--- src/rtl/ram_pkg.sv ---
// ram_pkg
//   Shared constants for the RAM burst reader slice.
//   - DEFAULT_D_WIDTH / DEFAULT_A_WIDTH : default RAM word and address widths
//   - ST_IDLE / ST_ISSUE / ST_DRAIN     : burst controller state encodings
//   - state_t                           : storage type for the controller state
package ram_pkg;

  localparam int DEFAULT_D_WIDTH = 16;
  localparam int DEFAULT_A_WIDTH = 5;

  typedef logic [1:0] state_t;

  // Plain constants rather than a typed enum so the encoding stays fixed and
  // compatible with older blocks that compare the state against raw values.
  localparam logic [1:0] ST_IDLE  = 2'd0;
  localparam logic [1:0] ST_ISSUE = 2'd1;
  localparam logic [1:0] ST_DRAIN = 2'd2;

endpackage

--- src/rtl/ram_rd_skid.sv ---
// ram_rd_skid
//   Two-entry FIFO that decouples RAM read data from a stalling consumer.
//   Ports:
//     clk, rst            : clock, asynchronous active-high reset
//     push, push_data,
//     push_last           : write one word and its end-of-burst tag
//     pop                 : consumer takes the head word
//     count               : occupancy, 0..2
//     out_data, out_last  : head word and tag, forced to zero while empty
module ram_rd_skid #(
  parameter int D_WIDTH = 16
) (
  input  logic               clk,
  input  logic               rst,
  input  logic               push,
  input  logic [D_WIDTH-1:0] push_data,
  input  logic               push_last,
  input  logic               pop,
  output logic [1:0]         count,
  output logic [D_WIDTH-1:0] out_data,
  output logic               out_last
);

  logic [D_WIDTH-1:0] data_mem [2];
  logic               last_mem [2];
  logic               wr_ptr;
  logic               rd_ptr;

  // Storage and pointers. The upstream issue throttle guarantees a push never
  // lands on a full buffer unless a pop happens on the same edge, so no
  // overflow guard is needed here. Push and pop on the same edge touch
  // different slots, which keeps order intact and leaves count unchanged.
  always_ff @(posedge clk or posedge rst) begin
    if (rst) begin
      for (int i = 0; i < 2; i++) begin
        data_mem[i] <= '0;
        last_mem[i] <= 1'b0;
      end
      wr_ptr <= 1'b0;
      rd_ptr <= 1'b0;
      count  <= 2'd0;
    end else begin
      if (push) begin
        data_mem[wr_ptr] <= push_data;
        last_mem[wr_ptr] <= push_last;
        wr_ptr           <= ~wr_ptr;
      end
      if (pop) begin
        rd_ptr <= ~rd_ptr;
      end
      case ({push, pop})
        2'b10:   count <= count + 2'd1;
        2'b01:   count <= count - 2'd1;
        default: count <= count;
      endcase
    end
  end

  // Stale entries are masked so the outputs read zero whenever nothing is valid.
  always_comb begin
    out_data = '0;
    out_last = 1'b0;
    if (count != 2'd0) begin
      out_data = data_mem[rd_ptr];
      out_last = last_mem[rd_ptr];
    end
  end

endmodule

--- src/rtl/ram_burst_reader.sv ---
// ram_burst_reader
//   Accepts a (start address, length-1) burst command, reads consecutive words
//   from a synchronous RAM read port (one-cycle read latency) and streams them
//   out over a valid/ready interface, tagging the final word.
//   Ports:
//     clk, rst                     : clock, asynchronous active-high reset
//     cmd_valid, cmd_ready         : command handshake (ready only when idle)
//     cmd_addr, cmd_len            : start address and word count minus one
//     address_read, data_read      : RAM read port (data one edge after address)
//     out_valid, out_ready         : output stream handshake
//     out_data, out_last           : streamed word and end-of-burst marker
//     busy                         : a burst is in progress
module ram_burst_reader
  import ram_pkg::*;
#(
  parameter int D_WIDTH = DEFAULT_D_WIDTH,
  parameter int A_WIDTH = DEFAULT_A_WIDTH
) (
  input  logic               clk,
  input  logic               rst,
  input  logic               cmd_valid,
  output logic               cmd_ready,
  input  logic [A_WIDTH-1:0] cmd_addr,
  input  logic [A_WIDTH-1:0] cmd_len,
  output logic [A_WIDTH-1:0] address_read,
  input  logic [D_WIDTH-1:0] data_read,
  output logic               out_valid,
  input  logic               out_ready,
  output logic [D_WIDTH-1:0] out_data,
  output logic               out_last,
  output logic               busy
);

  localparam logic [A_WIDTH-1:0] ONE = {{(A_WIDTH-1){1'b0}}, 1'b1};

  state_t             state;
  logic [A_WIDTH-1:0] addr;
  logic [A_WIDTH-1:0] counter;
  logic               inflight;
  logic               inflight_last;
  logic [1:0]         fifo_count;
  logic [2:0]         occupancy;
  logic               pop;
  logic               issue;

  assign cmd_ready    = (state == ST_IDLE);
  assign busy         = (state != ST_IDLE);
  assign address_read = addr;
  assign out_valid    = (fifo_count != 2'd0);
  assign pop          = out_valid && out_ready;

  // A read is only launched if its word is guaranteed a FIFO slot when it
  // returns: buffered words plus the one in flight, less the one leaving this
  // edge, must be below two. Written as "occupancy < 2 + pop" to stay unsigned.
  assign occupancy = {1'b0, fifo_count} + {2'b00, inflight};
  assign issue     = (state == ST_ISSUE) && (occupancy < (3'd2 + {2'b00, pop}));

  // Burst controller. inflight marks that the RAM is returning a word on the
  // next edge; inflight_last carries the end-of-burst tag alongside it.
  // The counter stops at zero on the final issue instead of wrapping.
  always_ff @(posedge clk or posedge rst) begin
    if (rst) begin
      state         <= ST_IDLE;
      addr          <= '0;
      counter       <= '0;
      inflight      <= 1'b0;
      inflight_last <= 1'b0;
    end else begin
      inflight      <= issue;
      inflight_last <= issue && (counter == '0);
      case (state)
        ST_IDLE: begin
          if (cmd_valid) begin
            addr    <= cmd_addr;
            counter <= cmd_len;
            state   <= ST_ISSUE;
          end
        end
        ST_ISSUE: begin
          if (issue) begin
            addr <= addr + ONE;
            if (counter == '0) begin
              state <= ST_DRAIN;
            end else begin
              counter <= counter - ONE;
            end
          end
        end
        ST_DRAIN: begin
          if (pop && out_last && !inflight) begin
            state <= ST_IDLE;
          end
        end
        default: state <= ST_IDLE;
      endcase
    end
  end

  // Returned RAM words land in the skid buffer one edge after their issue.
  ram_rd_skid #(
    .D_WIDTH (D_WIDTH)
  ) u_skid (
    .clk       (clk),
    .rst       (rst),
    .push      (inflight),
    .push_data (data_read),
    .push_last (inflight_last),
    .pop       (pop),
    .count     (fifo_count),
    .out_data  (out_data),
    .out_last  (out_last)
  );

endmodule

--- config.mk ---
export PLATFORM = sky130hd
export DESIGN_NAME = ram_burst_reader
export DESIGN_NICKNAME = d
export VERILOG_FILES = /design/src/rtl/ram_pkg.sv /design/src/rtl/ram_rd_skid.sv /design/src/rtl/ram_burst_reader.sv
export SDC_FILE = /design/constraint.sdc
export NUM_CORES = 1
export LEC_CHECK = 0
export BUFFER_PORTS_ARGS = -buffer_cell sky130_fd_sc_hd__buf_4
export CAP_MARGIN = 30
export CORE_MARGIN = 2
export CORE_UTILIZATION = 45
export CTS_CLUSTER_SIZE = 10
export DETAILED_ROUTE_END_ITERATION = 10
export PLACE_DENSITY_LB_ADDON = 0.2
export REMOVE_ABC_BUFFERS = 1
export SYNTH_ARGS = -nofsm -noshare
export SYNTH_HDL_FRONTEND = slang
export SYNTH_SLANG_ARGS = --single-unit
--- constraint.sdc ---
create_clock -name clk -period 1.82 [get_ports clk]
set_input_delay 0.364 -clock clk [delete_from_list [all_inputs] [get_ports clk]]
set_output_delay 0.364 -clock clk [all_outputs]
set_load 0.02 [all_outputs]
Yosys cells after proc, flatten, opt, wreduce, memory -nomap -nowiden
Cells that the tools add are included.

word-level totals
  flip-flop bits (word level) = 52
  bits of input ports = 30
  output and inout bits = 25
  logic and storage cells = 78

cells by class
  add/sub/neg operators = 6
  order comparisons = 4
  eq/ne operators = 9
  muxes and demuxes = 27
  bitwise operators = 4
  reduce and logical (&&, ||, !) cells = 16

operators by type and width
  kind                 count
  $mux 16              5
  $bwmux 32            1
  $mux 5               5
  $pmux 5 s2           2
  $demux 16 s1         1
  $mux 2               4
  $ne 2x2->1 const B   4
  $reduce_and 4->1     2
  $reduce_bool 2->1    4
  $logic_and 1x1->1    6
  $pmux 2 s3           1
  $add 5x1->5 const B  1
  $logic_not 5->1      1
  $mux 1               5
  $sub 5x1->5 const B  1
  $eq 2x1->1 const B   2
  $eq 2x2->1 const B   2
  $ge 2x2->1 const B   2
  $not 1->2            2
  $pmux 2 s2           1
  $add 2x1->3          1
  $add 2x1->3 const A  1
  $lt 3x3->1           1
  $reduce_and 3->1     1
  9 further kinds      10

Depth between registers and ports, before layout
  depth after elaboration = 9
  gate-level depth with buffers = 6
  mapped depth without buffers = 6

Modules after synthesis
From an unflattened synthesis, not the netlist that was laid out.

unflattened totals
  cells, all modules = 220
  area total of the unflattened synthesis = 2610.0 um^2

modules (own cells, without submodules)
  module            times used  cells each  area an instance (um^2)  seq. area each (um^2)
  ram_rd_skid       1           123         1696.6                   950.9
  ram_burst_reader  1           97          913.4                    350.3

Worst setup path after synthesis
Ideal clock, no wire load.

  path kind = reg2reg
  start point = register inflight
  end point = register addr[1], in the netlist address_read[1]
  library setup time = 0.125 ns
  arrival time = 1.726 ns
  required time = 1.695 ns
  slack = -0.031 ns
  cell stages (with the launch flop) = 6
  path buffers = 0
  clock period less this slack = 1.851 ns
  path through = dfrtp_1 -> ha_1 -> ha_1 -> nor4_4 -> nor2_2 -> mux2_4

on the way
  cells in the longest elaborated chain, start to end = 5

ends and longest elaborated chain
  element                            RTL line                text
  from (decl)                        ram_burst_reader.sv:39  logic inflight;
  from (signal assigned)             ram_burst_reader.sv:69  inflight <= issue;
  $add 2x1->3                        ram_burst_reader.sv:55  assign occupancy = {1'b0, fifo_count} + {2'b00, inflight};
  $lt 3x3->1                         ram_burst_reader.sv:56  assign issue = (state == ST_ISSUE) && (occupancy < (3'd2 + {2'b00, pop}));
  $logic_and 1x1->1                  ram_burst_reader.sv:56
  $ne 2x2->1 (no source line)        n/a
  $reduce_and 3->1 (no source line)  n/a
  to (signal assigned)               ram_burst_reader.sv:74  addr <= cmd_addr;
  to (signal assigned)               ram_burst_reader.sv:81  addr <= addr + ONE;
  to (decl)                          ram_burst_reader.sv:37  logic [A_WIDTH-1:0] addr;

Every way passes these cells.
A chain may end at the register's enable or synchronous reset.

Final worst setup path
  start point = register u_skid.count[0]
  end point = output out_data[11]

on the way
  cells in the longest elaborated chain, start to end = 2

ends and longest elaborated chain
  element                 RTL line                text
  from (decl)             ram_rd_skid.sv:19       output logic [1:0] count,
  from (signal assigned)  ram_rd_skid.sv:52       2'b10: count <= count + 2'd1;
  from (signal assigned)  ram_rd_skid.sv:53       2'b01: count <= count - 2'd1;
  from (signal assigned)  ram_rd_skid.sv:54       default: count <= count;
  $reduce_bool 2->1       ram_rd_skid.sv:63       if (count != 2'd0) begin
  $mux 16                 ram_rd_skid.sv:63
  to (decl)               ram_burst_reader.sv:29  output logic [D_WIDTH-1:0] out_data,

Every way passes these cells.

==> summary.md <==
| Metric | Value |
|---|---|
| Synth Flop Type | dfrtp_1 |
| F_max | roughly 570 MHz |
| IO Count | 55 |
| Net switching power | 0.00282 W |
| Synth Warn # | 0 |
| Clock Skews | between 10 and 15 ps |
| Max cap viols | 0 |
| Final Hold Vio Count | 0 |
| Post-synthesis cell type count | 44 |
| Pwr per Cell Area | between 2000 and 2500 nW/um^2 |
| GRT overflow | 0 |
| HP Class | input pin to async pin |
| Critical Path AT | ~1400 ps |
| CTS Sinks | 52 |
| Post-Syn Area | 2580 um^2 |
| Clock share of power | under 10% |
| Placed instance area | 3200 um^2 |
| DIE AREA | 6370 um^2 |
| Peak supply drop | around 1100 uV |
| Design area | about 3300 um^2 |
| Post-synthesis sequential element count | 52 |
| Final worst path period need | ~1800 ps |
| Root buffer cell | clkbuf_8 |
| Largest net degree at the start of global routing | 53 |
| Most frequent cells in the layout | 70 x buf_4, 51 x dfrtp_1, 26 x mux2_1, 24 x nor2_1, 19 x mux2i_1 |
| Post-DP HPWL | 3660 um |
| Gate Count Post-Synth | roughly 220 |
| Initial antenna violation count | 0 |
| CP Cell Sequence | buf_4 -> nor2_4 -> buf_6 -> nor2_1 -> buf_4 |
| Count of final max-slew check failures | 0 |
| Worst skew pair latency | about 300 ps |
| Worst-margin pin slew | between 300 and 400 ps |
| R2R depth | 5 |
| DR pass1 iterations | 4 |
| Final WL | approximately 5000 um |
| Ratio of cells with drive above 1 in the final layout | 36.2% |
| Starting DRT DRC Count | 63 |
| Most frequent CP cell | buf_4 |
| Starting Density | between 40% and 50% |
| Post-route DRC | 0 |
| First-pass GRT wire length | 8490 um |
| R2R Path Start | inflight |
| # setup viols final | 0 |
| Syn-to-layout area delta | 28.5% |
| H-tree levels | 2 |
| Crit Path Class | flop to primary output |
| Switching Share | between 40 and 50% |
| Num CTS Buffers | 5 |
| Seq pwr share | between 30% and 40% |
| Util after Layout | 60.0% |
| Internal power | approximately 0.0041 W |
| Worst slew margin | between 70% and 80% |
| Leakage power total | between 1.5 and 2 nW |
| Critical Path Source Type | flop |
| Post-DR wirelength/cell | 13.8 um |
| Most common cell after layout, fill and taps aside | buf_4 |
| CP max stage delay | 400 ps |
| Clock transition at path regs | around 100 ps |
| Gate power share | between 60% and 70% |
| Vias per cell | 5.20 |
| Buffers added on ports | between 50 and 60 |
| Routability cong. | 0.893 |
| Max Root-Sink Buffers | 2 |
| DIE HEIGHT | ~80 um |
| Post-synth EDFFs | 0 |
| Die W | between 70 and 80 um |
| Sequential share of the synthesized area | approximately half |
| Syn avg cell area | ~12 um^2 |
| Hold Buf Count CTS | 0 |
| Slowest stage cell on the critical path | dfrtp_1 |
| Ys async rst share | between 90% and 100% |
| Cell Rows | 27 |
| Number of global-route vias before repair | ~1.9k |
| Total track usage | 16.9% |
| Via count | about 1.9k |
| Final nets | ~330 |
| Core area | about 5500 um^2 |
| Setup crit end kind | primary output |
| Fin crit share | 96.4% |
| Required time of the critical path | around 1500 ps |
| Max Fanout on Critical Path | 9 |
| CTS tree | yes |
| Worst setup startpoint | u_skid.count[0] |
| ANT nets after route | 0 |
| N_diodes | 0 |
| RSZ-0062 raised after global routing | false |
| Outcome | finished, final reports clean |
## repair_timing
item                                    CTS  global route
setup buffers                             0             1
pin swaps                                 0             2
endpoints found under the setup margin   15            20
gates resized for setup                   2             7
gates cloned                              0             1
## final timing paths
kind | end | slack, ps
max in group asynchronous | u_skid.data_mem[20] | 1490
min | u_skid.rd_ptr | 100
min in group clk | u_skid.data_mem[14] | 280
max reg2reg | counter[4] | 110
min reg2reg | u_skid.last_mem[1] | 490
max | out_data[11] | 70
## layer usage
metal  up-vias  share of wire, %  GRT usage, %
li1        926                 -             -
met1       905                47          22.5
met2        60                47          28.5
met3         7               5.0          2.60
met4         0               1.1          5.08
met5         -                 0             0
## cells in the mapped netlist (all sizes together), types with 4 or more instances
master / instances / area, um^2
nand2: 9 / 33.8
inv: 9 / 33.8
buf: 6 / 36.3
nor2: 27 / 106
a21oi: 7 / 35.0
dfrtp: 52 / 1300
ha: 5 / 62.6
mux2: 35 / 398
o21ai: 7 / 42.5
nor3: 4 / 20.0
o22ai: 5 / 31.3
mux2i: 19 / 190
## cells by family (layout without fill, tap and decap cells)
| kind of cell | after synthesis | count (layout) | synth area share, % |
|---|---|---|---|
| compound gates | 30 | 30 | 8.37 |
| xor+xnor | 5 | 5 | 1.69 |
| fa+ha+maj | 5 | 5 | 2.42 |
| buf+inv | 17 | 91 | 3.00 |
| flops | 52 | 52 | 50.3 |
| mux | 54 | 54 | 22.7 |
| simple gates | 56 | 56 | 11.4 |
## cell type report
class,instances,area (um^2)
clock inverter,3,18.8
inverter,9,33.8
clock buffer,5,68.8
timing repair buffer,74,592
multi-input combinational,150,1220
tap,72,90.1
sequential,52,1300
fill,475,2220
## critical path, delay by kind of cell, from the launching register on
kind	cells	cell delay, ps
buf+inv	3	490
simple gates	2	210
flops	1	400
## stage by stage
stage / setup slack [ps] / TNS [ps] / power, W / hold WS, ps / std cells
global route: 1.93 / 0 / 0.00741 / 111 / 365
global placement: 113 / 0 / 0.00611 / 439 / 355
detailed placement: 56.9 / 0 / 0.00619 / 442 / 355
floorplan: -31.2 / -31.2 / 0.00474 / 454 / 211
finish: 66.0 / 0 / 0.00688 / 96.5 / 365
CTS: 16.1 / 0 / 0.00685 / 105 / 363
## sequential cells by signal, summed over array words and instances (netlist names)
signal	flops
address_read	5
u_skid.count	2
u_skid.wr_ptr	1
counter	5
inflight	1
u_skid.last_mem	2
inflight_last	1
state	2
u_skid.data_mem	32
u_skid.rd_ptr	1
## power groups by stage
| stage | registers, W | clock network (W) | logic, W |
|---|---|---|---|
| 5_1_grt | 0.00218 | 0.000708 | 0.00452 |
| 3_3_place_gp | 0.00212 | 0 | 0.00399 |
| 6_report | 0.00210 | 0.000638 | 0.00414 |
| 2_1_floorplan | 0.00217 | 0 | 0.00257 |
| 3_5_place_dp | 0.00213 | 0 | 0.00406 |
| 4_1_cts | 0.00211 | 0.000656 | 0.00408 |
Power figures use the tool's default switching activity.
